File: config.mk
export PLATFORM = sky130hd
export DESIGN_NAME = rv_pc_unit
export DESIGN_NICKNAME = d
export VERILOG_FILES = /design/src/rtl/rv_pc_unit.sv
export SDC_FILE = /design/constraint.sdc
export NUM_CORES = 1
export LEC_CHECK = 0
export BUFFER_PORTS_ARGS = -buffer_cell sky130_fd_sc_hd__buf_4
export CORE_MARGIN = 2
export CORE_UTILIZATION = 45
export DETAILED_ROUTE_END_ITERATION = 10
export PLACE_DENSITY = 0.73
export REMOVE_ABC_BUFFERS = 1
export SYNTH_ARGS = -nofsm -noshare
export SYNTH_HDL_FRONTEND = slang
export SYNTH_SLANG_ARGS = --single-unit
File: constraint.sdc
create_clock -name sys_clk -period 2.4 [get_ports sys_clk]
set_input_delay 0.24 -clock sys_clk [delete_from_list [all_inputs] [get_ports sys_clk]]
set_output_delay 0.24 -clock sys_clk [all_outputs]
set_load 0.01 [all_outputs]
File: src/rtl/rv_pc_unit.sv
// rv_pc_unit: program counter / next-PC unit with compressed stepping,
// mtvec trap entry, EPC capture, mret return and misaligned-target traps.
module rv_pc_unit #(
  parameter int               XLEN         = 32,
  parameter logic [XLEN-1:0]  RESET_VECTOR = '0,
  parameter int               IALIGN       = 32,
  parameter int               CAUSE_W      = 5
) (
  input  logic               sys_clk,
  input  logic               sys_rst,
  input  logic               hlt,
  input  logic               pc_sel,
  input  logic [XLEN-1:0]    pc_in,
  input  logic               inst_len16,
  input  logic               trap_req,
  input  logic               trap_irq,
  input  logic [CAUSE_W-1:0] trap_cause,
  input  logic [XLEN-1:0]    mtvec_base,
  input  logic               mtvec_mode,
  input  logic               mret,
  output logic [XLEN-1:0]    pc_curr,
  output logic [XLEN-1:0]    pc_next,
  output logic [XLEN-1:0]    epc,
  output logic               trap_taken,
  output logic               misalign_err,
  output logic               in_trap
);

  typedef enum logic {
    RUN  = 1'b0,
    TRAP = 1'b1
  } state_t;

  state_t state_q, state_d;

  logic [XLEN-1:0] pc_q, pc_d;
  logic [XLEN-1:0] epc_q, epc_d;
  logic            tt_q, tt_d;
  logic            me_q, me_d;

  logic [XLEN-1:0] step;
  logic [XLEN-1:0] vec_base;
  logic [XLEN-1:0] cause_off;
  logic [XLEN-1:0] vec;
  logic            misalign;

  assign step = ((IALIGN == 16) && inst_len16)
              ? XLEN'(2) : XLEN'(4);

  assign pc_next = pc_q + step;

  assign vec_base  = mtvec_base & {{(XLEN-2){1'b1}}, 2'b00};
  assign cause_off = XLEN'(trap_cause) << 2;
  assign vec       = (mtvec_mode && trap_irq)
                   ? vec_base + cause_off : vec_base;

  // With compressed support only bit 0 must be clear.
  assign misalign = (IALIGN == 16) ? pc_in[0]
                                   : |pc_in[1:0];

  always_comb begin
    state_d = state_q;
    pc_d    = pc_q;
    epc_d   = epc_q;
    tt_d    = 1'b0;
    me_d    = 1'b0;
    if (!hlt) begin
      priority case (1'b1)
        trap_req: begin
          epc_d   = pc_q;
          pc_d    = vec;
          state_d = TRAP;
          tt_d    = 1'b1;
        end
        (mret && state_q == TRAP): begin
          pc_d    = epc_q;
          state_d = RUN;
        end
        (pc_sel && misalign): begin
          epc_d   = pc_q;
          pc_d    = vec_base;
          state_d = TRAP;
          tt_d    = 1'b1;
          me_d    = 1'b1;
        end
        pc_sel: begin
          pc_d = pc_in;
        end
        default: begin
          pc_d = pc_q + step;
        end
      endcase
    end
  end

  always_ff @(posedge sys_clk) begin
    if (sys_rst) begin
      state_q <= RUN;
      pc_q    <= RESET_VECTOR;
      epc_q   <= '0;
      tt_q    <= 1'b0;
      me_q    <= 1'b0;
    end else begin
      state_q <= state_d;
      pc_q    <= pc_d;
      epc_q   <= epc_d;
      tt_q    <= tt_d;
      me_q    <= me_d;
    end
  end

  assign pc_curr      = pc_q;
  assign epc          = epc_q;
  assign trap_taken   = tt_q;
  assign misalign_err = me_q;
  assign in_trap      = (state_q == TRAP);

endmodule

; ---- Word level (Yosys, flattened, before mapping)
; Index checks and enable logic that the tools add are counted.
[word_totals]
input_bits = 78
word_cells = 33
output_inout_bits = 99
reg_bits = 67
[classes]
addsub = 2
bitwise = 1
muxes = 14
eq_ne = 1
n_reduce_logical = 10
[ops]
columns = op, n
row1 = 32-bit two-way mux, 8
row2 = 32-bit by 3-bit adder with 32-bit output (second input constant), 1
row3 = 32-bit by 7-bit adder with 32-bit output, 1
row4 = 1-bit two-way mux, 6
row5 = 2-bit OR reduction, 2
row6 = 1-bit logical AND, 3
row7 = 3-bit AND reduction, 1
row8 = 3-bit nonzero test, 1
row9 = 3-bit OR reduction, 1
row10 = 2-bit != test (second input constant), 1
row11 = 2-bit AND reduction, 1
row12 = 2-bit nonzero test, 1
row13 = 1-bit inverter, 1

; ---- Longest topological paths before layout
; Gate-level depths: netlist of the first run.
[logic_depth]
word_depth = 5
mapped_depth = 9
mapped_depth_nobuf = 8

; ---- Worst setup path before layout of the first run
; Ideal clock, no wire load.
[synth_timing]
path_type = register to output
startpoint = reg pc_q[6] (netlist: pc_curr[6])
endpoint = out pc_next[31]
path_slack_ns = 0.286
required_ns = 2.160
path_buffers = 0
arrival_ns = 1.874
path_stages_with_launch = 6
path_cell_list = dfxtp_1 nand3_2 nor4_4 nand3_4 or2_1 xnor2_1
[synth_between]
elab_chain_len = 1
[synth_rtl]
columns = item, line_no
row1 = from (decl), 36  ; logic [XLEN-1:0] pc_q, pc_d;
row2 = from (signal assigned), 105  ; pc_q <= pc_d;
row3 = 32-bit by 3-bit adder with 32-bit output, 50  ; assign pc_next = pc_q + step;
row4 = to (decl), 22  ; output logic [XLEN-1:0] pc_next,
; No other way between the ends.

; ---- Worst setup path in the final report of the first run
[layout_timing]
startpoint = reg pc_q[18] (netlist: pc_curr[18])
endpoint = out pc_next[28]
; The elaborated chain is that of the path after synthesis.

==> results.ini, run 1 <==
[route]
ant_nets=0
avgRoutedWirePerCell_um=20.2
via_per_inst=6.10
dr_total_vias=6335
drc=0
wl_um=21000
drt_iter0_drc=584
dr.pass1.iters=6

[cells_and_area]
diodes=0
stdcell_count=1038
final_area_um2=7150
drive_above_1_share=0.320
final.fill_count=1030
layout.nets=979
final_util=0.654
area_delta_synth_final_pct=40.9

[die]
die_w_um=110
die_h_um=110
rows=38
core_um2=10900
initial_core_util=0.464
die_area_um2=12100
top_level_ports=177

[timing]
max_slew.worst_pin.slew_ns=0.739
setup_viol=0
drv_slew=0
relSlewSlack=0.505
hold_slack_ns=0.276
hold_viol=0
period_share=0.964
period_minus_slack_ns=2.31
max_freq_mhz=432
fin_worst_skew_ns=0.00978

[synthesis]
synthDistinctLibCells=72
synth_ff_type=dfxtp_1
synth_edf_count=0
synth_area_um2=5080
yosys_warnings=0
async_flop_share=0
syn_avg_cell_area_um2=7.12
synthCells=713
synth-seq-cells=67
ys_seq_area_frac=0.264

[run_status]
status=finished, final reports clean

[clock_network]
cts_buffers=9
clkTransAtPathRegs_ns=0.06
cts_tree=done
insertion_delay_ns=0.33
postCtsHoldBufs=0
root_buffer=clkbuf_16
htree_levels=3
clk_path_buf_depth=2
clock_sinks=67

[placed_design]
gp_congestion=0.948
io_buffers=173
place_hpwl_um=15100
place_inst=1013
postPlaceCellArea_um2=6690

[pwr]
vdd_ir_drop_max_uv=348
power.internal_mw=2.47
p_clk_frac=0.373
power.density_nw_per_um2=499
finalPower_mw=3.57
combPwrFrac=0.276
pwr-share-seq=0.351
p_leak_nw=2.95
swShare=0.308
p_switching_mw=1.10

[worst_setup_path]
critPathCaptureType=primary output
critPathRequiredTime_ns=2.16
path_class=flip-flop to primary output
cp_max_fo=8
start_kind=flip-flop
crit_arrival_ns=2.07

[global_routing]
antenna_found_initial=0
grtUsageMet1=0.451
grt_util_all_layers=0.340
grt_pass1_vias=5843
grt_overflow=0
grt_most_used_layer=met2
grt_pass1_wl_um=31400
met2_usage=0.563
grt_max_degree=37
grt_util_met3=0.0635

[job]
drv_cap=0

[hold_path]
hp-class=input port to flip-flop

==> Yosys cell counts (all sizes together), types with 5 or more instances <==
cell    count  area share
nand2     153        0.11
a21oi      79       0.078
dfxtp      67        0.26
clkbuf     47       0.035
nand3      36       0.041
xnor2      33       0.057
o21ai      31       0.031
nor2       27       0.020
nand4      19       0.025
inv        16       0.012
nor3       16       0.017
xor2       15       0.026
a211oi     14       0.021
buf        12       0.012
a31oi      10       0.014
mux2i      10       0.020
and3        9       0.011
and4        9       0.016
ha          6       0.015
mux2        6       0.013
a211o       5      0.0086
a21o        5      0.0074
a221oi      5      0.0086
and2        5      0.0062
nor4        5       0.012
or2         5      0.0062
==> area by class of cell <==
class / instances / area (um^2) / area share
multi-input cells: 570 / 3510 / 0.490
repair buffers: 229 / 1750 / 0.244
flip-flops and latches: 67 / 1360 / 0.190
clock buffers: 13 / 260 / 0.0364
well taps: 140 / 175 / 0.0245
inverters: 17 / 63.8 / 0.00892
clock inverters: 2 / 35.0 / 0.00490
==> critical path, stage by stage, from the launching register on <==
cell and delay, ns:
dfxtp_2 0.41, and4_2 0.29, nand3_1 0.15, nor3_1 0.27, and4_1 0.24, xnor2_1 0.17, inv_1 0.06, buf_4 0.15
==> path summary, 6_finish.rpt <==
| check | start | endpoint | slack, ns | cells past startpoint |
|---|---|---|---|---|
| worst min register to register | epc[9] | epc[9] | 0.48 | 2 |
| worst max register to register | pc_curr[3] | pc_curr[19] | 0.31 | 7 |
| worst min-delay path | mtvec_base[14] | pc_curr[14] | 0.28 | 3 |
| worst max-delay path | pc_curr[18] | pc_next[28] | 0.09 | 7 |
==> cell families after synthesis <==
family | synth area share
AO/OA/AOI/OAI | 0.249
XOR/XNOR | 0.0828
adder cells (fa/ha/maj) | 0.0187
buffers and inverters | 0.0589
flip-flops | 0.264
multiplexers | 0.0330
AND/OR/NAND/NOR | 0.293
==> stage by stage <==
stage	setup slack [ns]	TNS [ns]
after floorplan	-0.339	-1.05
after global placement	0.0820	0
after detailed placement	0.0783	0
after CTS	-0.0411	-0.0411
after global routing	-0.0290	-0.0290
final	0.0867	0
==> power by group through the flow <==
stage | Sequential, mW | Clock [mW] | Combinational (mW)
4_1_cts | 1.25 | 1.35 | 0.966
5_1_grt | 1.26 | 1.41 | 1.06
2_1_floorplan | 1.30 | 0 | 0.382
3_5_place_dp | 1.27 | 0 | 0.953
6_report | 1.25 | 1.33 | 0.987
3_3_place_gp | 1.27 | 0 | 0.943
==> routing by layer <==
| layer | up-vias | part of all wire |
|---|---|---|
| met5 | - | 0 |
| met4 | 0 | 0.019 |
| met3 | 44 | 0.10 |
| met2 | 378 | 0.47 |
| met1 | 2972 | 0.41 |
| li1 | 2941 | - |
==> flip-flops by register name, summed over array words and instances, names as in the netlist <==
signal and cells:
in_trap 1, epc 32, pc_curr 32, trap_taken 1
misalign_err 1
==> cell usage in the layout, fill, tap and decap left out, types with 5 or more instances in the layout <==
cell	instances
a211o_1	5
a211oi_1	14
a21o_1	5
a21oi_1	79
a221oi_1	5
a31oi_1	9
and3_1	9
and4_1	7
buf_4	226
clkbuf_16	9
dfxtp_1	54
dfxtp_2	11
ha_1	5
inv_1	16
mux2_2	6
mux2i_1	10
nand2_1	153
nand3_1	32
nand4_1	18
nor2_1	25
nor3_1	13
o21ai_0	31
xnor2_1	32
xor2_1	15
==> timing repair <==
item,CTS,global route
cloned,0,0
gates resized for setup,13,14
setup endpoints to repair,11,13
buffers inserted,7,3
pin swaps,6,9
No activity file was read; power rests on OpenSTA's default activity.
==> inputs of run 2 (changes only) <==
==> constraint.sdc (replaced) <==
create_clock -name sys_clk -period 2.5 [get_ports sys_clk]
set_input_delay 0.25 -clock sys_clk [delete_from_list [all_inputs] [get_ports sys_clk]]
set_output_delay 0.25 -clock sys_clk [all_outputs]
set_load 0.01 [all_outputs]
==> results.ini, run 2 (synthesis gave the netlist of run 1 again) <==
[pwr]
swShare=0.305
power.density_nw_per_um2=504
power.internal_mw=2.47
p_switching_mw=1.08
p_clk_frac=0.404
finalPower_mw=3.55
combPwrFrac=0.257
p_leak_nw=2.90
vdd_ir_drop_max_uv=250
pwr-share-seq=0.340

[hold_path]
hp-class=input port to flip-flop
min_from=mtvec_base[14]
holdPathStages=3

[global_routing]
grt_pass1_vias=5909
grtUsageMet1=0.434
met2_usage=0.544
grt_max_degree=34
antenna_found_initial=0
grt_overflow=0
grt_pass1_wl_um=30900
grt_util_met3=0.0529
grt_util_all_layers=0.328
grt_most_used_layer=met2

[route]
wl_um=20300
dr.pass1.iters=5
dr_total_vias=6338
drt_iter0_drc=696
drc=0
via_per_inst=6.15
avgRoutedWirePerCell_um=19.7
ant_nets=0

[clock_network]
cts_tree=done
cts_buffers=9
postCtsHoldBufs=0
root_buffer=clkbuf_16
insertion_delay_ns=0.34
clk_path_buf_depth=2
htree_levels=3
clkTransAtPathRegs_ns=0.06
clock_sinks=67

[timing]
drv_slew=0
period_share=0.971
max_freq_mhz=412
setup_viol=0
max_slew.worst_pin.slew_ns=0.559
fin_worst_skew_ns=0.00611
relSlewSlack=0.626
fin_ws_ns=0.0730
hold_viol=0
period_minus_slack_ns=2.43
rsz0062_at_grt=yes

[die]
die_h_um=110
top_level_ports=177
die_w_um=110
initial_core_util=0.464
rows=38
core_um2=10900
die_area_um2=12100

[cells_and_area]
layout_common_cells=218 x buf_4, 153 x nand2_1, 79 x a21oi_1
diodes=0
layout_commonest_cell=buf_4
area_delta_synth_final_pct=38.8
final_area_um2=7050
layout.nets=970
drive_above_1_share=0.303

[worst_setup_path]
crit_arrival_ns=2.18
cp_max_fo=8
crit_path_start=pc_curr[11]
r2r-end=pc_curr[19]
r2r_cells=7
endpoint=pc_next[30]
critPathCaptureType=primary output
start_kind=flip-flop
reg2reg_slack_ns=0.30
path_class=flip-flop to primary output
critPathRequiredTime_ns=2.25
r2r_start=pc_curr[5]

[placed_design]
dp_slack_ns=0.175
postPlaceCellArea_um2=6670
io_buffers=173
gp_congestion=0.963
place_hpwl_um=14600

[run_status]
status=finished, final reports clean

[job]
drv_cap=0

[run 2: worst min-delay path by stage]
stage	to
5_1_grt	pc_curr[13]
4_1_cts	pc_curr[14]
3_5_place_dp	epc[25]
3_3_place_gp	epc[13]
2_1_floorplan	epc[0]
6_report	pc_curr[14]
[run 2: layout make-up]
| type | count | area [um^2] |
|---|---|---|
| clock inverters | 4 | 72.6 |
| inverters | 17 | 63.8 |
| well taps | 140 | 175 |
| flip-flops and latches | 67 | 1350 |
| fillers | 991 | 3890 |
| repair buffers | 220 | 1670 |
| multi-input cells | 570 | 3460 |
| clock buffers | 12 | 256 |
[run 2: metal layers]
metal  up-vias  part of all wire  routed length [um]
met2       390              0.47                9570
met5         -                 0                   0
met1      2982              0.40                8090
met3        50              0.10                2070
met4         0             0.026                 533
li1       2916                 -                   -
[run 2: power by group through the flow]
stage	clock, mW	combinational, mW	sequential [mW]
2_1_floorplan	0	0.367	1.24
3_3_place_gp	0	0.876	1.22
3_5_place_dp	0	0.888	1.22
4_1_cts	1.42	0.896	1.20
5_1_grt	1.48	0.976	1.21
6_report	1.43	0.911	1.21
[run 2: timing repair]
action                                  in CTS  in global routing
buffers inserted                             2                  0
gates resized for setup                      6                  5
endpoints found under the setup margin      11                  4
pin swaps                                    1                  0
[run 2: stage by stage]
step,cells,TNS [ns],hold slack (ns),util
after floorplan,654,-0.418,0.319,-
after global placement,1012,0,0.456,0.610
after detailed placement,1012,0,0.469,0.610
after CTS,1030,0,0.279,0.643
after global routing,1030,-0.0244,0.325,0.645
final,1030,0,0.283,0.645
[run 2: worst max-delay path: stages (launching register included)]
cell and delay, ns:
dfxtp_1 0.44, nand4_2 0.25, nor4_4 0.27, buf_6 0.18, nand4_1 0.18, nor3_2 0.18
xnor2_1 0.17, buf_4 0.16
